File: src/rtl/ans_divergence_logger.sv
// Flags disagreement between three result lanes and logs divergent samples into a FWFT FIFO.
// Optional macro ANS_LOG_TIMESTAMP_EN prepends a 16-bit capture-cycle stamp to each record.
module ans_divergence_logger #(
  parameter int WIDTH = 4,
  parameter int DEPTH = 8,
  parameter int CNT_W = 8,
`ifdef ANS_LOG_TIMESTAMP_EN
  localparam int TS_W = 16,
`else
  localparam int TS_W = 0,
`endif
  localparam int REC_W = TS_W + 3 + 3 * WIDTH,
  localparam int LVL_W = $clog2(DEPTH) + 1
) (
  input  logic             clk,
  input  logic             reset,
  input  logic             start,
  input  logic             clear,
  input  logic             in_valid,
  input  logic [WIDTH-1:0] ans1,
  input  logic [WIDTH-1:0] ans2,
  input  logic [WIDTH-1:0] ans3,
  input  logic             rec_ready,
  output logic             rec_valid,
  output logic [REC_W-1:0] rec_data,
  output logic [LVL_W-1:0] level,
  output logic [CNT_W-1:0] mismatch_cnt,
  output logic             overflow,
  output logic             running
);

  localparam int PW = LVL_W - 1;
  localparam logic [LVL_W-1:0] FULL_LVL = LVL_W'(DEPTH);

  typedef enum logic [1:0] {S_IDLE, S_RUN, S_HALT} state_t;

  state_t           r_state;
  logic             r_running;
  logic             r_overflow;
  logic [CNT_W-1:0] r_cnt;
  logic [LVL_W-1:0] r_wr_ptr;
  logic [LVL_W-1:0] r_rd_ptr;
  logic [REC_W-1:0] r_mem [DEPTH];

  logic             r_s1_valid;
  logic [2:0]       r_s1_mask;
  logic [WIDTH-1:0] r_s1_a1;
  logic [WIDTH-1:0] r_s1_a2;
  logic [WIDTH-1:0] r_s1_a3;

  logic [2:0]       w_mask;
  logic [REC_W-1:0] w_rec;
  logic [LVL_W-1:0] w_level;
  logic             w_empty;
  logic             w_full;
  logic             w_pop;
  logic             w_push_req;
  logic             w_push;
  logic             w_drop;

  assign w_mask     = {ans1 != ans3, ans2 != ans3, ans1 != ans2};
  assign w_level    = r_wr_ptr - r_rd_ptr;
  assign w_empty    = (w_level == '0);
  assign w_full     = (w_level == FULL_LVL);
  assign w_pop      = !w_empty && rec_ready;
  assign w_push_req = r_s1_valid && (r_s1_mask != 3'b000) && (r_state == S_RUN);
  // A pop in the same cycle frees the slot, so a full FIFO can still accept.
  assign w_push     = w_push_req && (!w_full || w_pop);
  assign w_drop     = w_push_req && w_full && !w_pop;

`ifdef ANS_LOG_TIMESTAMP_EN
  logic [15:0] r_ts;
  logic [15:0] r_s1_ts;

  always_ff @(posedge clk) begin
    if (reset || clear) begin
      r_ts    <= '0;
      r_s1_ts <= '0;
    end else begin
      r_ts    <= r_ts + 16'd1;
      r_s1_ts <= r_ts;
    end
  end

  assign w_rec = {r_s1_ts, r_s1_mask, r_s1_a1, r_s1_a2, r_s1_a3};
`else
  assign w_rec = {r_s1_mask, r_s1_a1, r_s1_a2, r_s1_a3};
`endif

  // Stage 1: clear kills the in-flight sample so nothing is logged after it.
  always_ff @(posedge clk) begin
    if (reset) begin
      r_s1_valid <= 1'b0;
      r_s1_mask  <= '0;
      r_s1_a1    <= '0;
      r_s1_a2    <= '0;
      r_s1_a3    <= '0;
    end else begin
      r_s1_valid <= in_valid && !clear;
      r_s1_mask  <= w_mask;
      r_s1_a1    <= ans1;
      r_s1_a2    <= ans2;
      r_s1_a3    <= ans3;
    end
  end

  always_ff @(posedge clk) begin
    if (w_push) begin
      r_mem[r_wr_ptr[PW-1:0]] <= w_rec;
    end
  end

  always_ff @(posedge clk) begin
    if (reset || clear) begin
      r_state    <= S_IDLE;
      r_running  <= 1'b0;
      r_overflow <= 1'b0;
      r_cnt      <= '0;
      r_wr_ptr   <= '0;
      r_rd_ptr   <= '0;
    end else begin
      if (w_push) r_wr_ptr <= r_wr_ptr + 1'b1;
      if (w_pop)  r_rd_ptr <= r_rd_ptr + 1'b1;
      // Dropped samples still count as divergent.
      if (w_push_req && (r_cnt != '1)) r_cnt <= r_cnt + 1'b1;
      if (w_drop) r_overflow <= 1'b1;
      case (r_state)
        S_IDLE, S_HALT: begin
          if (start) begin
            r_state   <= S_RUN;
            r_running <= 1'b1;
          end
        end
        S_RUN: begin
          if (w_drop) begin
            r_state   <= S_HALT;
            r_running <= 1'b0;
          end
        end
        default: begin
          r_state   <= S_IDLE;
          r_running <= 1'b0;
        end
      endcase
    end
  end

  assign rec_valid    = !w_empty;
  assign rec_data     = w_empty ? '0 : r_mem[r_rd_ptr[PW-1:0]];
  assign level        = w_level;
  assign mismatch_cnt = r_cnt;
  assign overflow     = r_overflow;
  assign running      = r_running;

endmodule

File: config.mk
export PLATFORM = sky130hd
export DESIGN_NAME = ans_divergence_logger
export DESIGN_NICKNAME = d
export VERILOG_FILES = /design/src/rtl/ans_divergence_logger.sv
export SDC_FILE = /design/constraint.sdc
export NUM_CORES = 1
export LEC_CHECK = 0
export ABC_AREA = 1
export BUFFER_PORTS_ARGS = -buffer_cell sky130_fd_sc_hd__buf_2
export CAP_MARGIN = 10
export CORE_UTILIZATION = 64
export CTS_CLUSTER_SIZE = 24
export DETAILED_ROUTE_END_ITERATION = 7
export GPL_TIMING_DRIVEN = 0
export PLACE_DENSITY = 0.84
export SYNTH_ARGS = -nofsm -noshare
export SYNTH_HDL_FRONTEND = slang
export SYNTH_SLANG_ARGS = --single-unit
File: constraint.sdc
create_clock -name clk -period 3.92 [get_ports clk]
set_clock_uncertainty 0.05 [all_clocks]
set_input_delay 0.196 -clock clk [delete_from_list [all_inputs] [get_ports clk]]
set_output_delay 0.196 -clock clk [all_outputs]
set_load 0.02 [all_outputs]
==> results of run 1 <==
==> routing by layer <==
metal	vias to the layer above	global-route usage [%]	share of wire (%)
met5	-	0	0
met4	0	10.08	1.6
met3	27	7.797	9.6
met2	262	48.87	50
met1	2181	39.14	39
li1	2151	-	-
==> power by group through the flow <==
stage | Combinational, mW | Clock (mW) | Sequential, mW
after floorplan | 0.444 | 0 | 1.88
after global placement | 0.619 | 0 | 1.89
after detailed placement | 0.641 | 0 | 1.89
after CTS | 0.664 | 1.55 | 1.85
after global routing | 0.720 | 1.63 | 1.86
final | 0.673 | 1.54 | 1.85
==> worst min-delay path, delay by kind of cell <==
kind          cells  cell delay, ns
simple gates      1            0.08
buf+inv           3            0.65
==> placed cells by master (no fill, tap or decap), types with 2 or more instances in the layout <==
cell	count
nand2_1	139
edfxtp_1	120
buf_2	57
a21oi_1	45
inv_1	39
dfxtp_1	39
nor2_1	27
dlygate4sd3_1	19
clkbuf_16	16
a32oi_1	15
a32o_1	15
o211a_1	15
clkbuf_1	14
xnor2_1	13
nand3_1	9
nand2_2	6
o21ai_0	6
ha_1	6
inv_2	5
inv_8	5
inv_6	5
buf_6	5
nand2_4	4
nor2_2	4
nand3_2	3
a41oi_1	3
clkinvlp_4	3
buf_4	2
nor2_4	2
clkinv_2	2
nor3_2	2
clkbuf_8	2
nand4_1	2
xor2_1	2
==> kinds of logic (layout without fill, tap and decap cells) <==
| family | after synthesis | in the layout | share of synthesized area, % |
|---|---|---|---|
| fa+ha+maj | 7 | 7 | 1.452 |
| compound gates | 104 | 104 | 11.44 |
| xor+xnor | 15 | 15 | 2.006 |
| simple gates | 200 | 200 | 13.49 |
| buf+inv | 73 | 176 | 4.662 |
| flops | 159 | 159 | 66.95 |
==> final timing paths <==
path / slack, ns / end / from
setup / recovery: 0.91 / rec_data[7] / r_wr_ptr[0]
hold / removal: 0.37 / r_s1_valid / in_valid
setup reg to reg: 0.94 / r_mem[1][9] / r_rd_ptr[0]
hold reg to reg: 0.40 / overflow / overflow
==> cell type report <==
| class | count | area, um2 | share of cell area (%) |
|---|---|---|---|
| plain buffers | 27 | 128.9 | 1.661 |
| clock buffers | 17 | 414.1 | 5.337 |
| clock inverters | 15 | 143.9 | 1.854 |
| inverters | 46 | 176.4 | 2.273 |
| multi-input cells | 326 | 1862 | 23.99 |
| flip-flops and latches | 159 | 4384 | 56.50 |
| well taps | 133 | 166.4 | 2.144 |
| repair buffers | 71 | 484.2 | 6.240 |
==> flip-flops by register name (all words and copies together) (netlist names), named ones only <==
| signal | cells |
|---|---|
| r_mem | 120 |
| mismatch_cnt | 8 |
| r_rd_ptr | 4 |
| r_s1_a1 | 4 |
| r_s1_a2 | 4 |
| r_s1_a3 | 4 |
| r_wr_ptr | 4 |
| r_s1_mask | 3 |
| r_state | 2 |
| overflow | 1 |
| r_s1_valid | 1 |
| running | 1 |
==> synth_stat cells (2+ instances only) <==
| cell type | count |
|---|---|
| inv_1 | 39 |
| nand4_1 | 2 |
| a21oi_1 | 45 |
| a32oi_1 | 15 |
| edfxtp_1 | 120 |
| xor2_1 | 2 |
| nand2_4 | 4 |
| nand2_2 | 6 |
| nor2_1 | 28 |
| nand3_1 | 9 |
| a41oi_1 | 3 |
| nor3_2 | 2 |
| dfxtp_1 | 39 |
| nand2_1 | 139 |
| inv_2 | 5 |
| ha_1 | 6 |
| o21ai_0 | 6 |
| buf_2 | 11 |
| nand3_2 | 3 |
| o211a_1 | 15 |
| nor2_4 | 2 |
| nor2_2 | 3 |
| clkbuf_1 | 14 |
| xnor2_1 | 13 |
| a32o_1 | 15 |
==> through the flow <==
| step | hold WS (ns) | instance area, um2 | cells |
|---|---|---|---|
| floorplan | 0.2530 | 6549 | 558 |
| global placement | 0.3651 | 6945 | 737 |
| detailed placement | 0.3689 | 6990 | 741 |
| CTS | 0.3445 | 7739 | 792 |
| global route | 0.3880 | 7760 | 794 |
| finish | 0.3675 | 7760 | 794 |
==> results.tsv, run 1 <==
stage	metric	value	unit
detailed_routing	vias per inst	5.820	
flow_run	maxcap violations	0	
clocking	TritonCTS clock tree	done	
clocking	Worst-path clk slew	0.07	ns
global_routing	vias in the first global route	4305	
place	DP Worst Slack	0.7293	ns
clocking	CTS Buf Count	17	
power_and_ir_drop	Leak	3.132	nW
place	HPWL after DPL	9.255	mm
global_routing	total gr overflow	0	
sta	final cycle utilization of the critical path	76.91	%
clocking	worst-case clock buffer depth	2	
global_routing	first-pass GRT wire length	22.38	mm
detailed_routing	antenna viol nets, final	0	
synth	syn nets	583	
power_and_ir_drop	total power	4.069	mW
setup_path	CP required	3.67	ns
power_and_ir_drop	Reg power frac	45.6	%
synth	Post-Syn Area per Cell	11.74	um2
clocking	postcts setup bufs	0	
global_routing	initial antenna violation count	0	
sta	Post-Route Setup TNS	0	ns
synth	post-synth top area share	55.02	%
synth	Top FF cell, synth	edfxtp_1	
clocking	Sinks on Clock Net	159	
sta	setup violators final	0	
die	die footprint	10640	um2
detailed_routing	drt initial violations	437	
die	core area	9864	um2
detailed_routing	Initial DRT Pass Iterations	5	
detailed_routing	routed vias	4621	
power_and_ir_drop	Max IR drop VDD	0.0004341	V
setup_path	CP Depth	10	
layout	layout overhead on the synthesized area	18.49	%
synth	number of synthesized flops with an enable pin	120	
setup_path	Crit path arrival time	2.77	ns
layout	nets	673	
synth	synth warn	0	
setup_path	WP buf/inv	4	
synth	mapped cell area	6549	um2
place	GPL Wtd Cong	0.8485	
die	die width	103.2	um
setup_path	kind of critical path	reg2out	
layout	n_diodes	0	
outcome	outcome	completed	
setup_path	CP most frequent cell	inv_1	
power_and_ir_drop	P per Cell Area	524.4	nW/um2
sta	fin worst setup slack	0.9051	ns
detailed_routing	drt total wl	14.77	mm
layout	final core area utilization	78.67	%
die	row cnt	36	
die	initial core utilization	66.39	%
synth	flop and latch count out of synthesis	159	
synth	post-synth top area cell	edfxtp_1	
setup_path	Crit Path Max Fanout	10	
sta	Worst-Margin Slew	0.8532	ns
min_path	worst hold-check path type	in2reg	
layout	fill count	537	
synth	fraction of registers with async set/reset	0	%
power_and_ir_drop	Clk network pwr share	37.9	%
clocking	root buffer cell	clkbuf_8	
die	I/O Pins	48	
sta	final critical-path required period	3.015	ns
global_routing	largest net degree at the start of global routing	18	
global_routing	GR Util All Layers	29.86	%
layout	share of layout cells above drive strength 1	19.36	%
setup_path	R2R cell count	12	
setup_path	largest stage delay on the critical path	0.44	ns
synth	synth unique cells	37	
sta	RSZ-0062 raised after global routing	no	
sta	max frequency	331.7	MHz
min_path	hold path cells	4	
power_and_ir_drop	Internal	2.879	mW
clocking	post-CTS resize count	0	
synth	top area cells in the synthesized netlist	edfxtp_1 (55%), dfxtp_1 (12%), nand2_1 (8.0%), a21oi_1 (3.4%), a32o_1 (2.3%)	
place	port buffer count	46	
detailed_routing	routed len/inst	18.60	um
clocking	insertion delay to the later sink of the worst-skew pair	0.54	ns
synth	Gate Count Post-Synth	558	
clocking	hold_buf cts	19	
power_and_ir_drop	Comb power frac	16.5	%
setup_path	crit end category	output port	
clocking	H-tree depth	4	
setup_path	slowest CP cell	fa_1	
sta	Final Hold Fails	0	
detailed_routing	DRC	0	
power_and_ir_drop	switch share	29.24	%
power_and_ir_drop	net switching power	1.190	mW
setup_path	CP startpoint kind	flip-flop	
synth	Seq/Total Area, Yosys	66.95	%
setup_path	crit-path cells	inv_1, ha_1, inv_1, fa_1, nor2_1, nand3_1, nand3b_4, buf_4, o211a_1, buf_2	
sta	max-slew violations	0	
sta	Relative slew margins	43.06	%
die	Die H	103.2	um
setup_path	Worst path top cell family by delay	adder cells	
No activity file was read; power rests on OpenSTA's default activity.
==> run 2: changes to the inputs <==
CORE_UTILIZATION = 54   (was 64)
PLACE_DENSITY = 0.76   (was 0.84)
clock period = 2.74 ns   (was 3.92 ns; I/O delays follow)
==> run 2 against run 1 <==
Compared with the run above: combinational power grew 52%; die area grew 18%; worst hold slack lost 0.35 ns; clock power grew 55%; first-iteration DRC count shrank 5.3%; non-clock buffer count grew 7; largest power group unchanged; highest routed layer unchanged.
==> results.tsv, run 2 (synthesis results as in run 1) <==
stage	metric	value	unit	change
outcome	outcome	completed		
place	DP Worst Slack	-0.4143	ns	-1.144 ns
clocking	Sinks on Clock Net	159		unchanged
sta	max-slew violations	0		unchanged
global_routing	total gr overflow	0		unchanged
setup_path	Reg2Reg Setup Slack	0.14	ns	-0.80 ns
detailed_routing	routed vias	4594		-0.58%
detailed_routing	routed len/inst	18.17	um	-2.3%
detailed_routing	vias per inst	5.665		-2.7%
detailed_routing	drt initial violations	414		-5.3%
sta	final cycle utilization of the critical path	96.22	%	
global_routing	largest net degree at the start of global routing	17		-1
sta	final critical-path required period	2.637	ns	
place	HPWL after DPL	9.771	mm	+5.6%
setup_path	r2r startpoint	r_wr_ptr[0]		
setup_path	Crit Path Max Fanout	10		unchanged
detailed_routing	antenna viol nets, final	0		unchanged
sta	Final Hold Fails	0		unchanged
layout	non-filler cells in the finished layout	811		+2.1%
setup_path	crit-path cells	inv_1, ha_1, inv_2, fa_1, nor2_1, nand3_1, nand3b_4, buf_6, o211a_1, buf_2		
power_and_ir_drop	total power	6.052	mW	+49%
power_and_ir_drop	Leak	3.227	nW	+3.0%
setup_path	slowest CP cell	fa_1		
min_path	Hold Crit Endpoint	r_s1_a3[3]		
die	core area	11610	um2	+18%
sta	Post-Route Setup TNS	0	ns	unchanged
clocking	root buffer cell	clkbuf_16		
layout	final core area utilization	68.48	%	-10 points
layout	share of layout cells above drive strength 1	22.31	%	+2.9 points
place	GPL Wtd Cong	0.8778		+3.5%
detailed_routing	met2 wire len	7.500	mm	+2.0%
detailed_routing	metal3 WL	1.073	mm	-24%
setup_path	largest stage delay on the critical path	0.42	ns	-0.02 ns
setup_path	reg2reg end	r_mem[0][6]		
layout	n_diodes	0		unchanged
detailed_routing	Initial DRT Pass Iterations	5		unchanged
setup_path	R2R cell count	13		+1
sta	Worst-Margin Slew	0.6062	ns	-0.2470 ns
global_routing	vias in the first global route	4608		+7.0%
die	die footprint	12570	um2	+18%
clocking	insertion delay to the later sink of the worst-skew pair	0.42	ns	-0.12 ns
sta	Relative slew margins	59.59	%	+17 points
layout	nets	680		+1.0%
flow_run	maxcap violations	0		unchanged
min_path	worst hold-check path type	in2reg		
setup_path	CP startpoint kind	flip-flop		
sta	max frequency	379.3	MHz	
die	die width	112.1	um	+8.7%
sta	setup violators final	0		unchanged
min_path	hold path cells	2		-2
clocking	H-tree depth	4		unchanged
layout	fill count	779		+45%
place	Placed Area	6999	um2	+0.13%
setup_path	Crit path arrival time	2.45	ns	-0.32 ns
clocking	worst-case clock buffer depth	2		unchanged
setup_path	CP required	2.55	ns	-1.12 ns
setup_path	kind of critical path	reg2out		
clocking	Worst-path clk slew	0.06	ns	about the same
layout	layout overhead on the synthesized area	21.44	%	
global_routing	GR Util All Layers	24.57	%	-5.3 points
clocking	CTS Buf Count	17		unchanged
global_routing	initial antenna violation count	0		unchanged
detailed_routing	drt total wl	14.73	mm	-0.25%
layout	most frequent cells in the layout	nand2_1 (138), edfxtp_1 (120), buf_2 (56)		
die	I/O Pins	48		unchanged
place	Placed Cells incl. Taps	751		+1.3%
die	row cnt	39		+8.3%
global_routing	first-pass GRT wire length	23.24	mm	+3.9%
sta	fin worst setup slack	0.1034	ns	-0.8017 ns
die	initial core utilization	56.39	%	-10 points
power_and_ir_drop	Max IR drop VDD	0.0005123	V	+18%
power_and_ir_drop	P per Cell Area	761.0	nW/um2	+45%
min_path	hold_sp	reset		
die	Die H	112.1	um	+8.7%
clocking	TritonCTS clock tree	done		
detailed_routing	max layer used	met4		
place	port buffer count	46		unchanged
layout	max reg flops	120		unchanged
detailed_routing	M1 WL	5.834	mm	+1.2%
layout	most common cell after layout, fill and taps aside	nand2_1		
layout	final instance area	7953	um2	+2.5%
detailed_routing	DRC	0		unchanged
sta	Final Hold Slack	0.01666	ns	-0.3509 ns
setup_path	crit end category	output port		
-- run 2: cell types whose count changed in the layout (fill, tap and decap cells not counted), moves of 3 or more --
cell / delta
inv_8: -3
nor2_1: -5
nor2_4: +6
dlygate4sd3_1: -5
buf_4: +10
clkbuf_16: +3
-- run 2: worst max path at each step --
| stage | endpoint | start | slack, ns |
|---|---|---|---|
| global route | r_mem[0][2] | r_wr_ptr[0] | -0.01 |
| finish | rec_data[12] | r_wr_ptr[0] | 0.10 |
| detailed placement | r_mem[6][6] | r_rd_ptr[0] | -0.41 |
| floorplan | r_mem[0][0] | r_rd_ptr[0] | -0.09 |
| global placement | r_mem[2][7] | r_rd_ptr[0] | -0.51 |
| CTS | rec_data[13] | r_wr_ptr[0] | 0.02 |
-- run 2: worst max-delay path, delay by kind of cell (launching register included) --
kind	cells	cell delay, ns
adders and majority gates	2	0.63
AOI/OAI and AO/OA	1	0.16
and+or+nand+nor	3	0.42
DFF	1	0.36
buffers and inverters	4	0.46
-- run 2: layout make-up --
cell class                      instances  area (um2)  area share (%)
Sequential cell                       159        4389           55.19
Tap cell                              143       178.9           2.250
Clock buffer                           19       475.5           5.979
Clock inverter                         13       135.1           1.699
Multi-Input combinational cell        326        1913           24.06
Inverter                               46       176.4           2.218
Buffer                                 27       132.6           1.668
Timing Repair Buffer                   78       551.8           6.938
-- run 2: routing by layer --
layer	vias up	GRT usage, %
met5	-	0
met4	0	9.778
met3	27	5.562
met2	211	41.95
met1	2194	30.53
li1	2162	-
-- run 2: timing repair --
action,in CTS,in global routing
endpoints found under the setup margin,108,95
hold buffers,14,0
pin swaps,1,5
hold endpoints to repair,16,0
setup buffers,3,11
gates resized for setup,13,9
-- run 2: power by group --
| part | leakage (nW) | switching [mW] | internal (mW) |
|---|---|---|---|
| Combinational | 1.51 | 0.637 | 0.384 |
| Clock | 0.300 | 0.989 | 1.39 |
| Sequential | 1.41 | 0.0399 | 2.61 |
==> run 3: changes to the inputs <==
BUFFER_PORTS_ARGS = not set   (was -buffer_cell sky130_fd_sc_hd__buf_2)
CORE_ASPECT_RATIO = 1.1   (was not set)
CORE_UTILIZATION = 57   (was 54)
DONT_BUFFER_PORTS = 1   (was not set)
PLACE_DENSITY = 0.75   (was 0.76)
SKIP_CTS_REPAIR_TIMING = 1   (was not set)
==> run 3 against run 2 <==
Compared with the run above: largest power group unchanged; count of clock-buffer cells in the layout increased by 3; the run now ends with setup timing left; routed wire length increased by 2.1%; critical path depth decreased by 1.
==> results.tsv, run 3 (synthesis results as in run 1) <==
stage	metric	value	unit	change
outcome	outcome	complete, but fails checks		
outcome	failing checks	setup timing		
layout	area of the multi-input gates	1999	um2	+4.5%
global_routing	vias in the first global route	4130		-10%
detailed_routing	drt initial violations	463		+12%
power_and_ir_drop	Comb power frac	17.2	%	+0.3 points
power_and_ir_drop	net switching power	1.577	mW	-5.3%
power_and_ir_drop	Reg power frac	45.2	%	+1.4 points
flow_run	maxcap violations	0		unchanged
layout	most common cell after layout, fill and taps aside	nand2_1		
die	I/O Pins	48		unchanged
die	die width	104.2	um	-7.1%
global_routing	total gr overflow	0		unchanged
detailed_routing	drt total wl	15.05	mm	+2.1%
clocking	root buffer cell	clkbuf_16		
sta	final critical-path required period	2.795	ns	+0.1587 ns
detailed_routing	routed len/inst	19.36	um	+6.6%
setup_path	reg2reg end	r_mem[6][6]		
die	row cnt	40		+2.6%
setup_path	Crit path arrival time	2.61	ns	+0.16 ns
power_and_ir_drop	total power	5.877	mW	-2.9%
die	die footprint	11920	um2	-5.2%
power_and_ir_drop	Internal	4.300	mW	-2.0%
die	Die H	114.4	um	+2.0%
clocking	Sinks on Clock Net	159		unchanged
setup_path	CP required	2.55	ns	about the same
sta	max-slew violations	0		unchanged
setup_path	CP startpoint kind	flip-flop		
clocking	worst-case clock buffer depth	2		unchanged
detailed_routing	DRC	0		unchanged
setup_path	r2r startpoint	r_wr_ptr[0]		
layout	fill count	707		-9.2%
clocking	CTS Buf Count	17		unchanged
layout	layout overhead on the synthesized area	19.74	%	
detailed_routing	routed vias	4472		-2.7%
detailed_routing	vias per inst	5.755		+1.6%
min_path	worst hold-check path type	in2reg		
setup_path	R2R cell count	14		+1
power_and_ir_drop	Leak	2.957	nW	-8.4%
setup_path	Crit Path Max Fanout	6		-4
place	GPL Wtd Cong	0.7637		-13%
sta	Worst-Margin Slew	0.6911	ns	+0.08494 ns
power_and_ir_drop	P per Cell Area	749.4	nW/um2	-1.5%
setup_path	Critical Path Start	r_wr_ptr[0]		
die	initial core utilization	59.21	%	+2.8 points
sta	max frequency	357.7	MHz	-5.7%
layout	non-filler cells in the finished layout	777		-4.2%
layout	max reg flops	120		unchanged
place	Placed Cells incl. Taps	708		-5.7%
global_routing	M2 GR Usage	39.42	%	-2.5 points
clocking	TritonCTS clock tree	done		
clocking	Worst-path clk slew	0.06	ns	about the same
place	HPWL after DPL	9.409	mm	-3.7%
sta	final cycle utilization of the critical path	102.0	%	+5.8 points
global_routing	initial antenna violation count	0		unchanged
global_routing	largest net degree at the start of global routing	17		unchanged
global_routing	met1 Track Usage GR	30.60	%	+0.074 points
clocking	insertion delay to the later sink of the worst-skew pair	0.42	ns	about the same
detailed_routing	antenna viol nets, final	0		unchanged
sta	Final Hold Fails	0		unchanged
global_routing	met3 Resource Use GR	5.179	%	-0.38 points
setup_path	kind of critical path	reg2out		
global_routing	busiest layer in global routing	met2		
detailed_routing	Initial DRT Pass Iterations	5		unchanged
layout	share of layout cells above drive strength 1	18.57	%	-3.7 points
power_and_ir_drop	Max IR drop VDD	0.0004605	V	-10%
sta	fin worst setup slack	-0.05529	ns	-0.1587 ns
sta	Relative slew margins	53.93	%	-5.7 points
die	core area	11060	um2	-4.8%
setup_path	crit end category	output port		
power_and_ir_drop	Clk network pwr share	37.6	%	-1.7 points
layout	n_diodes	0		unchanged
place	DP Worst Slack	-0.5806	ns	-0.1663 ns
place	port buffer count	0		-100%
global_routing	GR Util All Layers	23.90	%	-0.67 points
clocking	H-tree depth	4		unchanged
global_routing	first-pass GRT wire length	20.94	mm	-9.9%
layout	nets	642		-5.6%
setup_path	crit path capture	rec_data[3]		
power_and_ir_drop	switch share	26.84	%	-0.69 points
layout	Reg area	4389	um2	unchanged
sta	setup violators final	27		+27
setup_path	Reg2Reg Setup Slack	-0.03	ns	-0.17 ns
layout	most frequent cells in the layout	nand2_1 (138), edfxtp_1 (120), a21oi_1 (45)		
-- run 3: metrics by stage --
stage                     setup TNS [ns]  cell area (um2)  utilization [%]  hold WS (ns)
after floorplan                   -8.701             6549                -        0.1940
after global routing              -4.727             7841            70.89       0.05094
after CTS                         -43.83             7332            66.29       -0.2368
final                            -0.8440             7841            70.89       0.02245
after global placement            -59.57             6733            60.87        0.2030
after detailed placement          -40.72             6769            61.20        0.2013
-- run 3: routing by layer --
layer  share of wire [%]  wire, um  vias to the layer above
met5                   0         0                        -
met4                 2.5       381                        0
met3                 6.6       986                       31
met2                  51      7626                      182
met1                  40      6051                     2174
li1                    -         -                     2085
-- run 3: worst min-delay path by stage --
| stage | from | endpoint | depth (start not counted) | slack, ns |
|---|---|---|---|---|
| floorplan | ans1[0] | r_s1_a1[0] | 2 | 0.19 |
| global placement | ans1[0] | r_s1_a1[0] | 2 | 0.20 |
| detailed placement | ans1[2] | r_s1_a1[2] | 2 | 0.20 |
| CTS | ans1[0] | r_s1_a1[0] | 2 | -0.24 |
| global route | rec_ready | overflow | 4 | 0.05 |
| finish | reset | r_s1_a2[3] | 2 | 0.02 |
-- run 3: final cells by class --
class	count	area share, %
flip-flops and latches	159	55.98
clock inverters	10	1.117
inverters	46	2.314
well taps	147	2.346
repair buffers	40	4.994
clock buffers	22	6.064
multi-input cells	326	25.50
plain buffers	27	1.691
-- run 3: worst max-delay path: stages (launching register included) --
cell      delay, ns
dfxtp_4        0.39
inv_4          0.06
ha_1           0.20
inv_2          0.07
fa_2           0.50
nor2_1         0.16
nand3_1        0.16
nand3b_4       0.24
buf_4          0.19
o211a_1        0.22
-- run 3: power by group through the flow --
stage	combinational [mW]	clock [mW]	sequential [mW]
floorplan	0.635	0	2.69
global placement	0.796	0	2.70
detailed placement	0.812	0	2.70
CTS	0.815	2.21	2.65
global route	1.07	2.31	2.66
finish	1.01	2.21	2.65
